### config.mk
export PLATFORM = sky130hd
export DESIGN_NAME = vga_sync_decoder
export DESIGN_NICKNAME = d
export VERILOG_FILES = /design/src/rtl/vga_sync_decoder.sv
export SDC_FILE = /design/constraint.sdc
export NUM_CORES = 1
export LEC_CHECK = 0
export BUFFER_PORTS_ARGS = -buffer_cell sky130_fd_sc_hd__buf_2
export CORE_ASPECT_RATIO = 1.2
export CORE_MARGIN = 1.5
export CORE_UTILIZATION = 45
export DETAILED_ROUTE_END_ITERATION = 8
export HOLD_SLACK_MARGIN = 0.02
export PLACE_DENSITY = 0.69
export REMOVE_ABC_BUFFERS = 1
export SLEW_MARGIN = 15
export SYNTH_ARGS = -nofsm -noshare
export SYNTH_HDL_FRONTEND = slang
export SYNTH_SLANG_ARGS = --single-unit
### constraint.sdc
create_clock -name clk -period 2.1 [get_ports clk]
set_input_delay 0.315 -clock clk [delete_from_list [all_inputs] [get_ports clk]]
set_output_delay 0.315 -clock clk [all_outputs]
set_load 0.02 [all_outputs]
### src/rtl/vga_sync_decoder.sv
// vga_sync_decoder: recovers pixel/line position, line length, frame height,
// lock status and display enable from an active-low HS/VS pair that shares
// the pixel clock with its source. No pixel data passes through this block.
module vga_sync_decoder #(
   parameter int H_START     = 0,
   parameter int H_ACTIVE    = 640,
   parameter int V_START     = 0,
   parameter int V_ACTIVE    = 480,
   parameter int LOCK_FRAMES = 2
) (
   input  logic       clk,
   input  logic       reset,
   input  logic       vga_h_sync,
   input  logic       vga_v_sync,
   output logic [9:0] rx_x,
   output logic [9:0] rx_y,
   output logic [9:0] line_len,
   output logic [9:0] frame_lines,
   output logic       locked,
   output logic       rx_de,
   output logic       sync_lost
);

   // Lock state machine encoding
   localparam logic [1:0] S_ARM     = 2'd0;
   localparam logic [1:0] S_MEASURE = 2'd1;
   localparam logic [1:0] S_TRACK   = 2'd2;
   localparam logic [1:0] S_LOCKED  = 2'd3;

   localparam logic [1:0]  LOCK_N = 2'(LOCK_FRAMES);
   localparam logic [9:0]  CNT_MAX = 10'd1023;
   localparam logic [9:0]  CNT_PRE = 10'd1022;

   // Active window bounds, 11 bits wide so H_START+H_ACTIVE == 1024 is exact
   localparam logic [10:0] H_LO  = 11'(H_START);
   localparam logic [10:0] H_ACT = 11'(H_ACTIVE);
   localparam logic [10:0] V_LO  = 11'(V_START);
   localparam logic [10:0] V_ACT = 11'(V_ACTIVE);

   logic       r_hs_d;
   logic       r_vs_line;
   logic [9:0] r_rx_x;
   logic [9:0] r_rx_y;
   logic [9:0] r_line_len;
   logic [9:0] r_frame_lines;
   logic       r_hs_seen;
   logic       r_frame_seen;
   logic       r_len_chg;
   logic [1:0] r_state;
   logic [1:0] r_match;
   logic       r_sync_lost;

   logic        w_hs_fall;
   logic        w_frame_start;
   logic [9:0]  w_new_len;
   logic [9:0]  w_new_frame;
   logic        w_len_chg_now;
   logic        w_frame_chg;
   logic        w_good;
   logic [1:0]  w_match_inc;
   logic        w_timeout;
   logic [10:0] w_h_ofs;
   logic [10:0] w_v_ofs;

   // HS edge is taken against the live input so rx_x restarts on the same edge
   assign w_hs_fall     = r_hs_d & ~vga_h_sync;
   // VS is only qualified at HS falls: a frame starts on the first low sample
   assign w_frame_start = w_hs_fall & ~vga_v_sync & r_vs_line;

   assign w_new_len     = r_rx_x + 10'd1;
   assign w_new_frame   = r_rx_y + 10'd1;
   // A line-length change landing on a frame start must still spoil that frame
   assign w_len_chg_now = w_hs_fall & r_hs_seen & (w_new_len != r_line_len);
   assign w_frame_chg   = (w_new_frame != r_frame_lines);
   assign w_good        = ~r_len_chg & ~w_len_chg_now & ~w_frame_chg;
   assign w_match_inc   = (r_match == 2'd3) ? 2'd3 : r_match + 2'd1;

   // Loss of sync: a counter is one step from saturating and no HS edge rescues it
   assign w_timeout = ((r_rx_x == CNT_PRE) & ~w_hs_fall) |
                      ((r_rx_y == CNT_PRE) & w_hs_fall & ~w_frame_start);

   // Offset compare: values below the window start wrap to >= 1024 and fail
   assign w_h_ofs = {1'b0, r_rx_x} - H_LO;
   assign w_v_ofs = {1'b0, r_rx_y} - V_LO;

   assign rx_x        = r_rx_x;
   assign rx_y        = r_rx_y;
   assign line_len    = r_line_len;
   assign frame_lines = r_frame_lines;
   assign locked      = (r_state == S_LOCKED);
   assign sync_lost   = r_sync_lost;
   assign rx_de       = locked & (w_h_ofs < H_ACT) & (w_v_ofs < V_ACT);

   // Previous-cycle HS sample for falling-edge detection
   always_ff @(posedge clk) begin
      if (reset) r_hs_d <= 1'b1;
      else       r_hs_d <= vga_h_sync;
   end

   // Pixel counter and line-length measurement
   always_ff @(posedge clk) begin
      if (reset) begin
         r_rx_x     <= '0;
         r_line_len <= '0;
      end else if (w_hs_fall) begin
         r_rx_x <= '0;
         if (r_hs_seen) r_line_len <= w_new_len;
      end else if (r_rx_x != CNT_MAX) begin
         r_rx_x <= r_rx_x + 10'd1;
      end
   end

   // Line counter, VS qualification and frame-height measurement
   always_ff @(posedge clk) begin
      if (reset) begin
         r_rx_y        <= '0;
         r_frame_lines <= '0;
         r_vs_line     <= 1'b1;
      end else if (w_hs_fall) begin
         r_vs_line <= vga_v_sync;
         if (w_frame_start) begin
            r_rx_y <= '0;
            if (r_frame_seen) r_frame_lines <= w_new_frame;
         end else if (r_rx_y != CNT_MAX) begin
            r_rx_y <= r_rx_y + 10'd1;
         end
      end
   end

   // Lock tracking, advanced on frame starts; timeout drops back to ARM
   always_ff @(posedge clk) begin
      if (reset) begin
         r_state      <= S_ARM;
         r_match      <= '0;
         r_hs_seen    <= 1'b0;
         r_frame_seen <= 1'b0;
         r_len_chg    <= 1'b0;
         r_sync_lost  <= 1'b0;
      end else begin
         r_sync_lost <= w_timeout;
         if (w_timeout) begin
            r_state      <= S_ARM;
            r_match      <= '0;
            r_hs_seen    <= 1'b0;
            r_frame_seen <= 1'b0;
            r_len_chg    <= 1'b0;
         end else begin
            if (w_hs_fall) begin
               r_hs_seen <= 1'b1;
               if (w_len_chg_now) r_len_chg <= 1'b1;
            end
            if (w_frame_start) begin
               r_len_chg <= 1'b0;
               case (r_state)
                  S_ARM: begin
                     r_state      <= S_MEASURE;
                     r_frame_seen <= 1'b1;
                  end
                  S_MEASURE: begin
                     r_state <= S_TRACK;
                     r_match <= '0;
                  end
                  default: begin
                     if (w_good) begin
                        r_match <= w_match_inc;
                        if (w_match_inc >= LOCK_N) r_state <= S_LOCKED;
                     end else begin
                        r_match <= '0;
                        r_state <= S_TRACK;
                     end
                  end
               endcase
            end
         end
      end
   end

endmodule

# Yosys cells after proc, flatten, opt, wreduce, memory -nomap -nowiden
# Cells that the tools add are included.
# word_totals
register_bits	50
latch_bits	0
ram_bits	0
romBits	0
inputBits	4
out_inout_bits	43
mem_count	0
# classes
addsub	3
mul	0
n_div	0
n_lt_le_gt_ge	3
eq_ne	10
shift	0
muxes	8
bitwise_logic	21
n_reduce_logical	12
# op_table
operator	count
adder 10 x 1 -> 10 bit (second input constant)	2
equality test 10 bit (second input constant)	2
two-way mux 10 bit	2
!= test 10 bit	2
!= test 10 bit (second input constant)	2
bitwise AND 1 bit	12
AND reduction 2 bit	6
less-than comparator 10 bit (second input constant)	1
less-than comparator 10 x 9 -> 1 bit (second input constant)	1
two-way mux 2 bit	4
NOT 1 bit	8
case mux 2 bit (2 select lines)	2
equality test 2 bit (second input constant)	2
!= test 4 x 1 -> 1 bit (second input constant)	1
OR reduction 2 bit	2
AND reduction 3 bit	1
OR reduction 3 bit	1
adder 2 x 1 -> 2 bit (second input constant)	1
equality test 2 x 1 -> 1 bit (second input constant)	1
greater-or-equal comparator 2 bit (second input constant)	1
zero test 2 bit	1
nonzero test 2 bit	1
OR 1 bit	1

# Longest topological paths before layout
# Gate-level depths: netlist (run 1).
# depth
ltp_word	9
mapped_depth	10
depth_no_buf	9

# Worst setup path before layout (run 1)
# No wires, ideal clock.
# synth_timing
kind	reg-to-reg
start	reg r_rx_x[0], in the netlist rx_x[0]
end	reg r_state[0]
setup_ps	86
arrival_ps	2467
required_time_ps	2014
setup_slack_ps	-453
path_stages_with_launch	11
path_buffers	1
period_less_slack_ps	2553
cell_sequence	dfxtp_1 -> buf_6 -> inv_1 -> ha_1 -> xnor2_1 -> or4_1 -> nor4_1 -> nand4_1 -> o32ai_2 -> a31oi_1 -> a211oi_1
# synth_via
elab_chain_cells	8
# synth_rtl
element	line_no	text
start: declaration	42	logic [9:0] r_rx_x;
start signal: assignment	109	r_rx_x <= r_rx_x + 10'd1;
adder 10 x 1 -> 10 bit (*)	70	assign w_new_len = r_rx_x + 10'd1;
net w_new_len[0]	55	logic [9:0] w_new_len;
!= test 10 bit (*)	73	assign w_len_chg_now = w_hs_fall & r_hs_seen & (w_new_len != r_line_len);
bitwise AND 1 bit (*)	73	
NOT 1 bit (*)	75	assign w_good = ~r_len_chg & ~w_len_chg_now & ~w_frame_chg;
bitwise AND 1 bit (*) (2 in series)	75	
!= test 4 x 1 -> 1 bit (no source line) or two-way mux 2 bit (tied branches)	--	
AND reduction 2 bit (no source line) or case mux 2 bit (2 select lines) (tied branches)	--	
end signal: assignment	133	r_state <= S_ARM;
end signal: assignment	142	r_state <= S_ARM;
end signal: assignment	156	r_state <= S_MEASURE;
end: declaration	49	logic [1:0] r_state;
# Mark *: on every way through the listed nets, which the timed path passes. The rest lies on a longest branch.
# A chain may end at the register's enable or synchronous reset.

# Worst setup path after layout (run 1)
# Same ends and word-level chain as after synthesis.

==> flow_results.xml, run 1 <==
<?xml version="1.0" encoding="UTF-8"?>
<metrics>
  <group name="status">
    <metric name="outcome" unit="">finished, violations left</metric>
    <metric name="violated_checks" unit="">setup timing</metric>
  </group>
  <group name="timing">
    <metric name="max_freq" unit="MHz">465</metric>
    <metric name="maxSlewHeadroom" unit="">0.633</metric>
    <metric name="slew_violations" unit="">0</metric>
    <metric name="fin_worst_skew" unit="ns">0.00659</metric>
    <metric name="post-route-period-util" unit="">1.02</metric>
    <metric name="hold_viol_final" unit="">0</metric>
    <metric name="worst_setup_slack_after_layout" unit="ns">-0.0490</metric>
    <metric name="timing.final.crit_period" unit="ns">2.15</metric>
    <metric name="transition_time_of_the_tightest_slew_check_pin" unit="ns">0.548</metric>
    <metric name="setup_viol_count_final" unit="">3</metric>
    <metric name="grt_setup_unrepaired" unit="">true</metric>
  </group>
  <group name="detailed_routing">
    <metric name="topRoutingLayerUsed" unit="">met4</metric>
    <metric name="total_via_count_in_the_routed_design" unit="">2616</metric>
    <metric name="drt.antenna.violating_nets" unit="">0</metric>
    <metric name="m1WireLength" unit="um">2930</metric>
    <metric name="drtIter0Drc" unit="">214</metric>
    <metric name="met2WireLength" unit="um">3750</metric>
    <metric name="drc_errors" unit="">0</metric>
    <metric name="drt-vias-per-instance" unit="">5.45</metric>
    <metric name="detailedRoute.firstPassIterationCount" unit="">4</metric>
    <metric name="dr_wl_met3" unit="um">335</metric>
    <metric name="finalWirelength" unit="um">7130</metric>
    <metric name="drt-wirelength-per-cell" unit="um">14.8</metric>
  </group>
  <group name="synthesis">
    <metric name="synthAdderAreaFrac" unit="">0.0186</metric>
    <metric name="post_synth_num_cell_types" unit="">48</metric>
    <metric name="postSynthAreaPerCell" unit="sq um">8.22</metric>
    <metric name="synth_top_family_by_area" unit="">simple AND/OR/NAND/NOR gates</metric>
    <metric name="ys_seq_elements" unit="">50</metric>
    <metric name="synthesized_area_fraction_occupied_by_and_or_nand_nor_cells" unit="">0.230</metric>
    <metric name="yosysWarningCount" unit="">0</metric>
    <metric name="number_of_synthesized_flops_with_an_enable_pin" unit="">0</metric>
    <metric name="yosysSeqAreaShare" unit="">0.371</metric>
    <metric name="xor_xnor_share_of_the_synthesized_area" unit="">0.124</metric>
    <metric name="cell_area_after_technology_mapping" unit="sq mm">0.00270</metric>
    <metric name="synth.largest_area_cell" unit="">sky130_fd_sc_hd__dfxtp_1</metric>
    <metric name="synthCells" unit="">328</metric>
    <metric name="async_flop_share" unit="">0</metric>
    <metric name="synth.area.top_cells" unit="">sky130_fd_sc_hd__dfxtp_1 (37%), sky130_fd_sc_hd__nor2_1 (7.2%), sky130_fd_sc_hd__xnor2_1 (6.5%), sky130_fd_sc_hd__a211oi_1 (6.1%), sky130_fd_sc_hd__a21oi_1 (4.5%)</metric>
    <metric name="synthMuxAreaShare" unit="">0.00789</metric>
    <metric name="yosysTopAreaCellShare" unit="">0.371</metric>
    <metric name="ys_dominant_reg_cell" unit="">sky130_fd_sc_hd__dfxtp_1</metric>
    <metric name="synth_compound_area_frac" unit="">0.195</metric>
  </group>
  <group name="global_route">
    <metric name="first_pass_grt_wire_length" unit="um">11500</metric>
    <metric name="gr-total-overflow" unit="">0</metric>
    <metric name="antenna_found_initial" unit="">0</metric>
    <metric name="grt_max_degree" unit="">27</metric>
    <metric name="grtUsageTotal" unit="">0.228</metric>
    <metric name="first_global_vias" unit="">2489</metric>
  </group>
  <group name="power">
    <metric name="power.density" unit="mW/mm^2">530</metric>
    <metric name="ir_drop" unit="mV">0.324</metric>
    <metric name="fin_total_pwr" unit="mW">1.83</metric>
    <metric name="power.static_leakage" unit="nW">1.38</metric>
  </group>
  <group name="critical_path">
    <metric name="critPathMaxFanout" unit="">2</metric>
    <metric name="critical_path_required" unit="ns">2.32</metric>
    <metric name="critPathArrivalTime" unit="ns">2.37</metric>
    <metric name="critical_path_class" unit="">reg2reg</metric>
    <metric name="setup.worst_path.start_class" unit="">flop</metric>
    <metric name="crit_path_end_kind" unit="">flop</metric>
  </group>
  <group name="clocking">
    <metric name="cts.sink_count" unit="">50</metric>
    <metric name="ctsRootBufferMaster" unit="">sky130_fd_sc_hd__clkbuf_8</metric>
    <metric name="clock_tree.buffer_depth" unit="">2</metric>
    <metric name="clock_insertion_delay_worst_skew" unit="ns">0.30</metric>
    <metric name="htree_num_levels" unit="">2</metric>
    <metric name="cts_inserted_buffers" unit="">5</metric>
    <metric name="post_cts_hold_buffers" unit="">0</metric>
    <metric name="cts.reportedPaths.clkPinSlew" unit="ns">0.09</metric>
    <metric name="tritoncts" unit="">done</metric>
  </group>
  <group name="run">
    <metric name="timing.max_cap.violations" unit="">0</metric>
  </group>
  <group name="floorplanning">
    <metric name="pin_count" unit="">47</metric>
    <metric name="fp.coreArea" unit="sq mm">0.00571</metric>
    <metric name="dieHeight" unit="um">87.8</metric>
    <metric name="die_area" unit="sq mm">0.00647</metric>
    <metric name="std_cell_rows" unit="">30</metric>
    <metric name="chipWidth" unit="um">73.7</metric>
    <metric name="floorplan.initialDensity" unit="">0.473</metric>
  </group>
  <group name="final_layout">
    <metric name="filler_cells_inserted" unit="">543</metric>
    <metric name="antenna_cells_inserted" unit="">0</metric>
    <metric name="final_common_cell" unit="">sky130_fd_sc_hd__nor2_1</metric>
    <metric name="final_cell_mix" unit="">sky130_fd_sc_hd__nor2_1 (52), sky130_fd_sc_hd__dfxtp_1 (46), sky130_fd_sc_hd__buf_2 (46), sky130_fd_sc_hd__buf_4 (46), sky130_fd_sc_hd__a21oi_1 (24)</metric>
    <metric name="final_cells" unit="">480</metric>
    <metric name="area_delta_synth_final" unit="%">28.2</metric>
    <metric name="post_route_cells_drive_above_1_share" unit="">0.313</metric>
    <metric name="finish.net_count" unit="">409</metric>
    <metric name="multi_input_comb_area" unit="sq mm">0.00165</metric>
    <metric name="final-seq-area" unit="sq mm">0.00101</metric>
  </group>
  <group name="placement">
    <metric name="place.detailed.instances" unit="">472</metric>
    <metric name="place_congestion" unit="">0.876</metric>
    <metric name="portBuffers" unit="">46</metric>
    <metric name="dp.final_hpwl" unit="um">5100</metric>
  </group>
  <group name="hold_path">
    <metric name="hp-class" unit="">in2reg</metric>
  </group>
</metrics>
-- stage by stage --
step | hold WS, ns | cell area, sq um | utilization | TNS (ns) | setup slack (ns)
final | 0.212 | 3460 | 0.606 | -0.0735 | -0.0490
after global routing | 0.206 | 3460 | 0.606 | -0.488 | -0.196
after CTS | 0.203 | 3380 | 0.593 | -0.562 | -0.170
after detailed placement | 0.460 | 3250 | 0.570 | -0.547 | -0.256
after global placement | 0.444 | 3250 | 0.570 | -0.383 | -0.210
after floorplan | 0.384 | 2570 | - | -2.92 | -0.465
-- cell usage after synthesis, types with 7 or more instances --
master,number
sky130_fd_sc_hd__a211oi_1,22
sky130_fd_sc_hd__a21oi_1,24
sky130_fd_sc_hd__buf_2,7
sky130_fd_sc_hd__clkbuf_1,19
sky130_fd_sc_hd__dfxtp_1,50
sky130_fd_sc_hd__nand2_1,10
sky130_fd_sc_hd__nand3_1,15
sky130_fd_sc_hd__nor2_1,52
sky130_fd_sc_hd__o21ai_0,15
sky130_fd_sc_hd__xnor2_1,20
sky130_fd_sc_hd__xor2_1,13
-- flip-flops by register name, indices dropped and copies added, names as in the netlist, 2 cells and up --
signal       flops
r_match          2
line_len        10
r_state          2
rx_y            10
frame_lines     10
rx_x            10
-- logic make-up after synthesis --
logic type,Yosys count
flops,50
mux,2
fa+ha+maj,4
compound gates,80
simple gates,123
buf+inv,34
xor+xnor,35
-- report_power, final --
group / internal, mW / switching, mW / leakage (nW)
sequential: 0.976 / 0.0266 / 0.407
clock: 0.255 / 0.313 / 0.0431
combinational: 0.115 / 0.147 / 0.934
-- metal layers --
layer / vias up / track usage
li1: 1299 / -
met3: 13 / 0.0460
met1: 1221 / 0.257
met2: 83 / 0.413
met5: - / 0
met4: 0 / 0.0909
-- worst max-delay path, cell delays in order, from the launching register on --
cell and delay (ns):
sky130_fd_sc_hd__dfxtp_2 0.35, sky130_fd_sc_hd__inv_2 0.05, sky130_fd_sc_hd__ha_4 0.21, sky130_fd_sc_hd__xnor2_1 0.11, sky130_fd_sc_hd__or4_1 0.41, sky130_fd_sc_hd__nor4_2 0.15
sky130_fd_sc_hd__nand4_1 0.17, sky130_fd_sc_hd__o32ai_4 0.26, sky130_fd_sc_hd__a31oi_2 0.13, sky130_fd_sc_hd__a211oi_2 0.23
-- layout make-up --
class,count,area share
clock buffer,6,0.0239
inverter,6,0.00651
multi-input combinational,244,0.477
sequential,50,0.291
tap,80,0.0290
timing repair buffer,94,0.173
-- timing repair --
action	in CTS	in global routing
endpoints found under the setup margin	4	4
pin swaps	6	12
buffers inserted	1	1
resized for setup	10	13
-- final timing paths --
| path | start | to | slack [ns] | depth (start not counted) |
|---|---|---|---|---|
| max | rx_x[0] | r_state[0] | -0.05 | 9 |
| min | vga_h_sync | r_hs_d | 0.21 | 2 |
| max reg2reg | rx_x[0] | r_state[0] | -0.05 | 9 |
| min reg2reg | r_hs_seen | r_hs_seen | 0.47 | 2 |
Note: power is estimated with default switching activity, not from simulation.
==> inputs of run 2 (changes only) <==
--- a/config.mk
+++ b/config.mk
@@ -8,10 +8,10 @@
 export BUFFER_PORTS_ARGS = -buffer_cell sky130_fd_sc_hd__buf_2
 export CORE_ASPECT_RATIO = 1.2
 export CORE_MARGIN = 1.5
-export CORE_UTILIZATION = 45
+export CORE_UTILIZATION = 50
 export DETAILED_ROUTE_END_ITERATION = 8
 export HOLD_SLACK_MARGIN = 0.02
-export PLACE_DENSITY = 0.69
+export PLACE_DENSITY = 0.75
 export REMOVE_ABC_BUFFERS = 1
 export SLEW_MARGIN = 15
 export SYNTH_ARGS = -nofsm -noshare
==> flow_results.xml, run 2 (synthesis results as in run 1) <==
<?xml version="1.0" encoding="UTF-8"?>
<metrics>
  <group name="final_layout">
    <metric name="finish.net_count" unit="">408</metric>
    <metric name="final_cells" unit="">463</metric>
    <metric name="filler_cells_inserted" unit="">464</metric>
    <metric name="final_cell_mix" unit="">sky130_fd_sc_hd__nor2_1 (52), sky130_fd_sc_hd__dfxtp_1 (47), sky130_fd_sc_hd__buf_2 (46), sky130_fd_sc_hd__buf_4 (46), sky130_fd_sc_hd__a21oi_1 (24)</metric>
    <metric name="final_common_cell" unit="">sky130_fd_sc_hd__nor2_1</metric>
    <metric name="area_delta_synth_final" unit="%">26.5</metric>
    <metric name="post-route-cell-area" unit="sq mm">0.00341</metric>
    <metric name="post_route_cells_drive_above_1_share" unit="">0.304</metric>
    <metric name="final_util" unit="">0.653</metric>
    <metric name="antenna_cells_inserted" unit="">0</metric>
  </group>
  <group name="critical_path">
    <metric name="critical_path.reg2reg.startpoint" unit="">rx_x[0]</metric>
    <metric name="worst_r2r_path_depth" unit="">10</metric>
    <metric name="setup.worst_path.start_class" unit="">flop</metric>
    <metric name="crit-reg2reg-capture" unit="">r_match[0]</metric>
    <metric name="r2r_slack" unit="ns">-0.25</metric>
    <metric name="crit_path_end_kind" unit="">flop</metric>
    <metric name="critPathMaxFanout" unit="">4</metric>
    <metric name="critical_path_required" unit="ns">2.35</metric>
    <metric name="launching_instance_or_port_of_the_critical_path" unit="">rx_x[0]</metric>
    <metric name="critPathArrivalTime" unit="ns">2.60</metric>
    <metric name="critical_path_class" unit="">reg2reg</metric>
    <metric name="worst_setup_path_endpoint" unit="">r_match[0]</metric>
  </group>
  <group name="power">
    <metric name="ir_drop" unit="mV">0.404</metric>
    <metric name="pwr-share-clk" unit="">0.317</metric>
    <metric name="power.static_leakage" unit="nW">1.38</metric>
    <metric name="switching_power" unit="mW">0.494</metric>
    <metric name="seq_power_share" unit="">0.541</metric>
    <metric name="intPower" unit="mW">1.36</metric>
    <metric name="power.combinational.fraction" unit="">0.143</metric>
    <metric name="power.share.switching" unit="">0.266</metric>
    <metric name="power.density" unit="mW/mm^2">543</metric>
  </group>
  <group name="placement">
    <metric name="place.detailed.instances" unit="">453</metric>
    <metric name="placed_cell_area" unit="sq mm">0.00322</metric>
    <metric name="place_congestion" unit="">0.916</metric>
    <metric name="dp.final_hpwl" unit="um">4890</metric>
    <metric name="portBuffers" unit="">46</metric>
  </group>
  <group name="detailed_routing">
    <metric name="drt-vias-per-instance" unit="">5.72</metric>
    <metric name="detailedRoute.firstPassIterationCount" unit="">5</metric>
    <metric name="drt-wirelength-per-cell" unit="um">15.4</metric>
    <metric name="drc_errors" unit="">0</metric>
    <metric name="drtIter0Drc" unit="">188</metric>
    <metric name="drt.antenna.violating_nets" unit="">0</metric>
    <metric name="finalWirelength" unit="um">7120</metric>
    <metric name="total_via_count_in_the_routed_design" unit="">2648</metric>
  </group>
  <group name="clocking">
    <metric name="cts.sink_count" unit="">50</metric>
    <metric name="cts.reportedPaths.clkPinSlew" unit="ns">0.09</metric>
    <metric name="ctsRootBufferMaster" unit="">sky130_fd_sc_hd__clkbuf_8</metric>
    <metric name="cts_inserted_buffers" unit="">5</metric>
    <metric name="clock_insertion_delay_worst_skew" unit="ns">0.30</metric>
    <metric name="htree_num_levels" unit="">2</metric>
    <metric name="tritoncts" unit="">done</metric>
    <metric name="post_cts_hold_buffers" unit="">0</metric>
    <metric name="clock_tree.buffer_depth" unit="">2</metric>
  </group>
  <group name="timing">
    <metric name="transition_time_of_the_tightest_slew_check_pin" unit="ns">0.587</metric>
    <metric name="setup_viol_count_final" unit="">4</metric>
    <metric name="fin_hold_ws" unit="ns">0.213</metric>
    <metric name="post-route-period-util" unit="">1.12</metric>
    <metric name="fin_worst_skew" unit="ns">0.00451</metric>
    <metric name="maxSlewHeadroom" unit="">0.607</metric>
    <metric name="hold_viol_final" unit="">0</metric>
    <metric name="max_freq" unit="MHz">425</metric>
    <metric name="timing.final.crit_period" unit="ns">2.35</metric>
    <metric name="slew_violations" unit="">0</metric>
    <metric name="grt_setup_unrepaired" unit="">true</metric>
    <metric name="worst_setup_slack_after_layout" unit="ns">-0.254</metric>
  </group>
  <group name="floorplanning">
    <metric name="pin_count" unit="">47</metric>
    <metric name="dieHeight" unit="um">83.4</metric>
    <metric name="floorplan.initialDensity" unit="">0.516</metric>
    <metric name="std_cell_rows" unit="">29</metric>
    <metric name="die_area" unit="sq mm">0.00584</metric>
    <metric name="chipWidth" unit="um">70.0</metric>
    <metric name="fp.coreArea" unit="sq mm">0.00523</metric>
  </group>
  <group name="hold_path">
    <metric name="hp-class" unit="">in2reg</metric>
    <metric name="worstHoldPathCells" unit="">2</metric>
  </group>
  <group name="global_route">
    <metric name="antenna_found_initial" unit="">0</metric>
    <metric name="grtUsageTotal" unit="">0.252</metric>
    <metric name="first_pass_grt_wire_length" unit="um">12000</metric>
    <metric name="grt_max_degree" unit="">27</metric>
    <metric name="gr-total-overflow" unit="">0</metric>
    <metric name="first_global_vias" unit="">2596</metric>
  </group>
  <group name="status">
    <metric name="outcome" unit="">finished, violations left</metric>
    <metric name="violated_checks" unit="">setup timing</metric>
  </group>
  <group name="run">
    <metric name="timing.max_cap.violations" unit="">0</metric>
  </group>
</metrics>
-- run 2: cell types whose count changed in the layout (fill, tap and decap cells not counted), sizes merged --
| cell | delta |
|---|---|
| clkinv | +1 |
| clkbuf | +1 |
| buf | -1 |
-- run 2: stage by stage --
step	setup TNS, ns	total power, mW	setup slack, ns
after CTS	-0.553	1.85	-0.208
after floorplan	-2.92	1.16	-0.465
after detailed placement	-0.622	1.26	-0.291
final	-0.679	1.85	-0.254
after global routing	-1.02	1.93	-0.350
after global placement	-0.391	1.25	-0.221
-- run 2: worst max-delay path, cell delays in order (launching register included) --
cell	delay, ns
sky130_fd_sc_hd__dfxtp_2	0.36
sky130_fd_sc_hd__inv_2	0.05
sky130_fd_sc_hd__ha_4	0.21
sky130_fd_sc_hd__xnor2_1	0.11
sky130_fd_sc_hd__or4_4	0.43
sky130_fd_sc_hd__nor4_4	0.29
sky130_fd_sc_hd__nand4_1	0.18
sky130_fd_sc_hd__o32ai_4	0.30
sky130_fd_sc_hd__buf_4	0.17
sky130_fd_sc_hd__a32oi_2	0.09
sky130_fd_sc_hd__nor2_1	0.10
-- run 2: layout make-up --
class,instances,area [sq um],share of cell area
inverter,6,22.5,0.00660
timing repair buffer,93,587,0.172
multi-input combinational,244,1630,0.477
clock buffer,7,86.3,0.0253
tap,62,77.6,0.0227
clock inverter,1,5.00,0.00147
sequential,50,1000,0.295
-- run 2: how the worst min path moves through the flow --
stage,endpoint,startpoint,slack (ns)
after floorplan,rx_y[2],reset,0.38
after global placement,r_hs_seen,r_hs_seen,0.44
after detailed placement,r_hs_seen,r_hs_seen,0.45
after CTS,r_hs_d,vga_h_sync,0.20
after global routing,r_hs_d,vga_h_sync,0.20
final,r_hs_d,vga_h_sync,0.21
-- run 2: what timing repair did --
item	in CTS	in global routing
endpoints found under the setup margin	4	4
setup buffers	1	1
gates resized for setup	10	7
pin swaps	8	8
-- run 2: power by group through the flow --
stage          sequential, mW  combinational, mW  clock (mW)
2_1_floorplan            1.05              0.111           0
3_3_place_gp             1.02              0.234           0
3_5_place_dp             1.02              0.237           0
4_1_cts                  1.00              0.250       0.601
5_1_grt                  1.01              0.289       0.634
6_report                 1.00              0.265       0.587
-- run 2: routing by layer --
layer | part of all wire | global-route usage | vias up
met3 | 0.045 | 0.0352 | 27
met1 | 0.40 | 0.293 | 1241
met5 | 0 | 0 | -
li1 | - | - | 1293
met4 | 0.039 | 0.122 | 0
met2 | 0.52 | 0.446 | 87
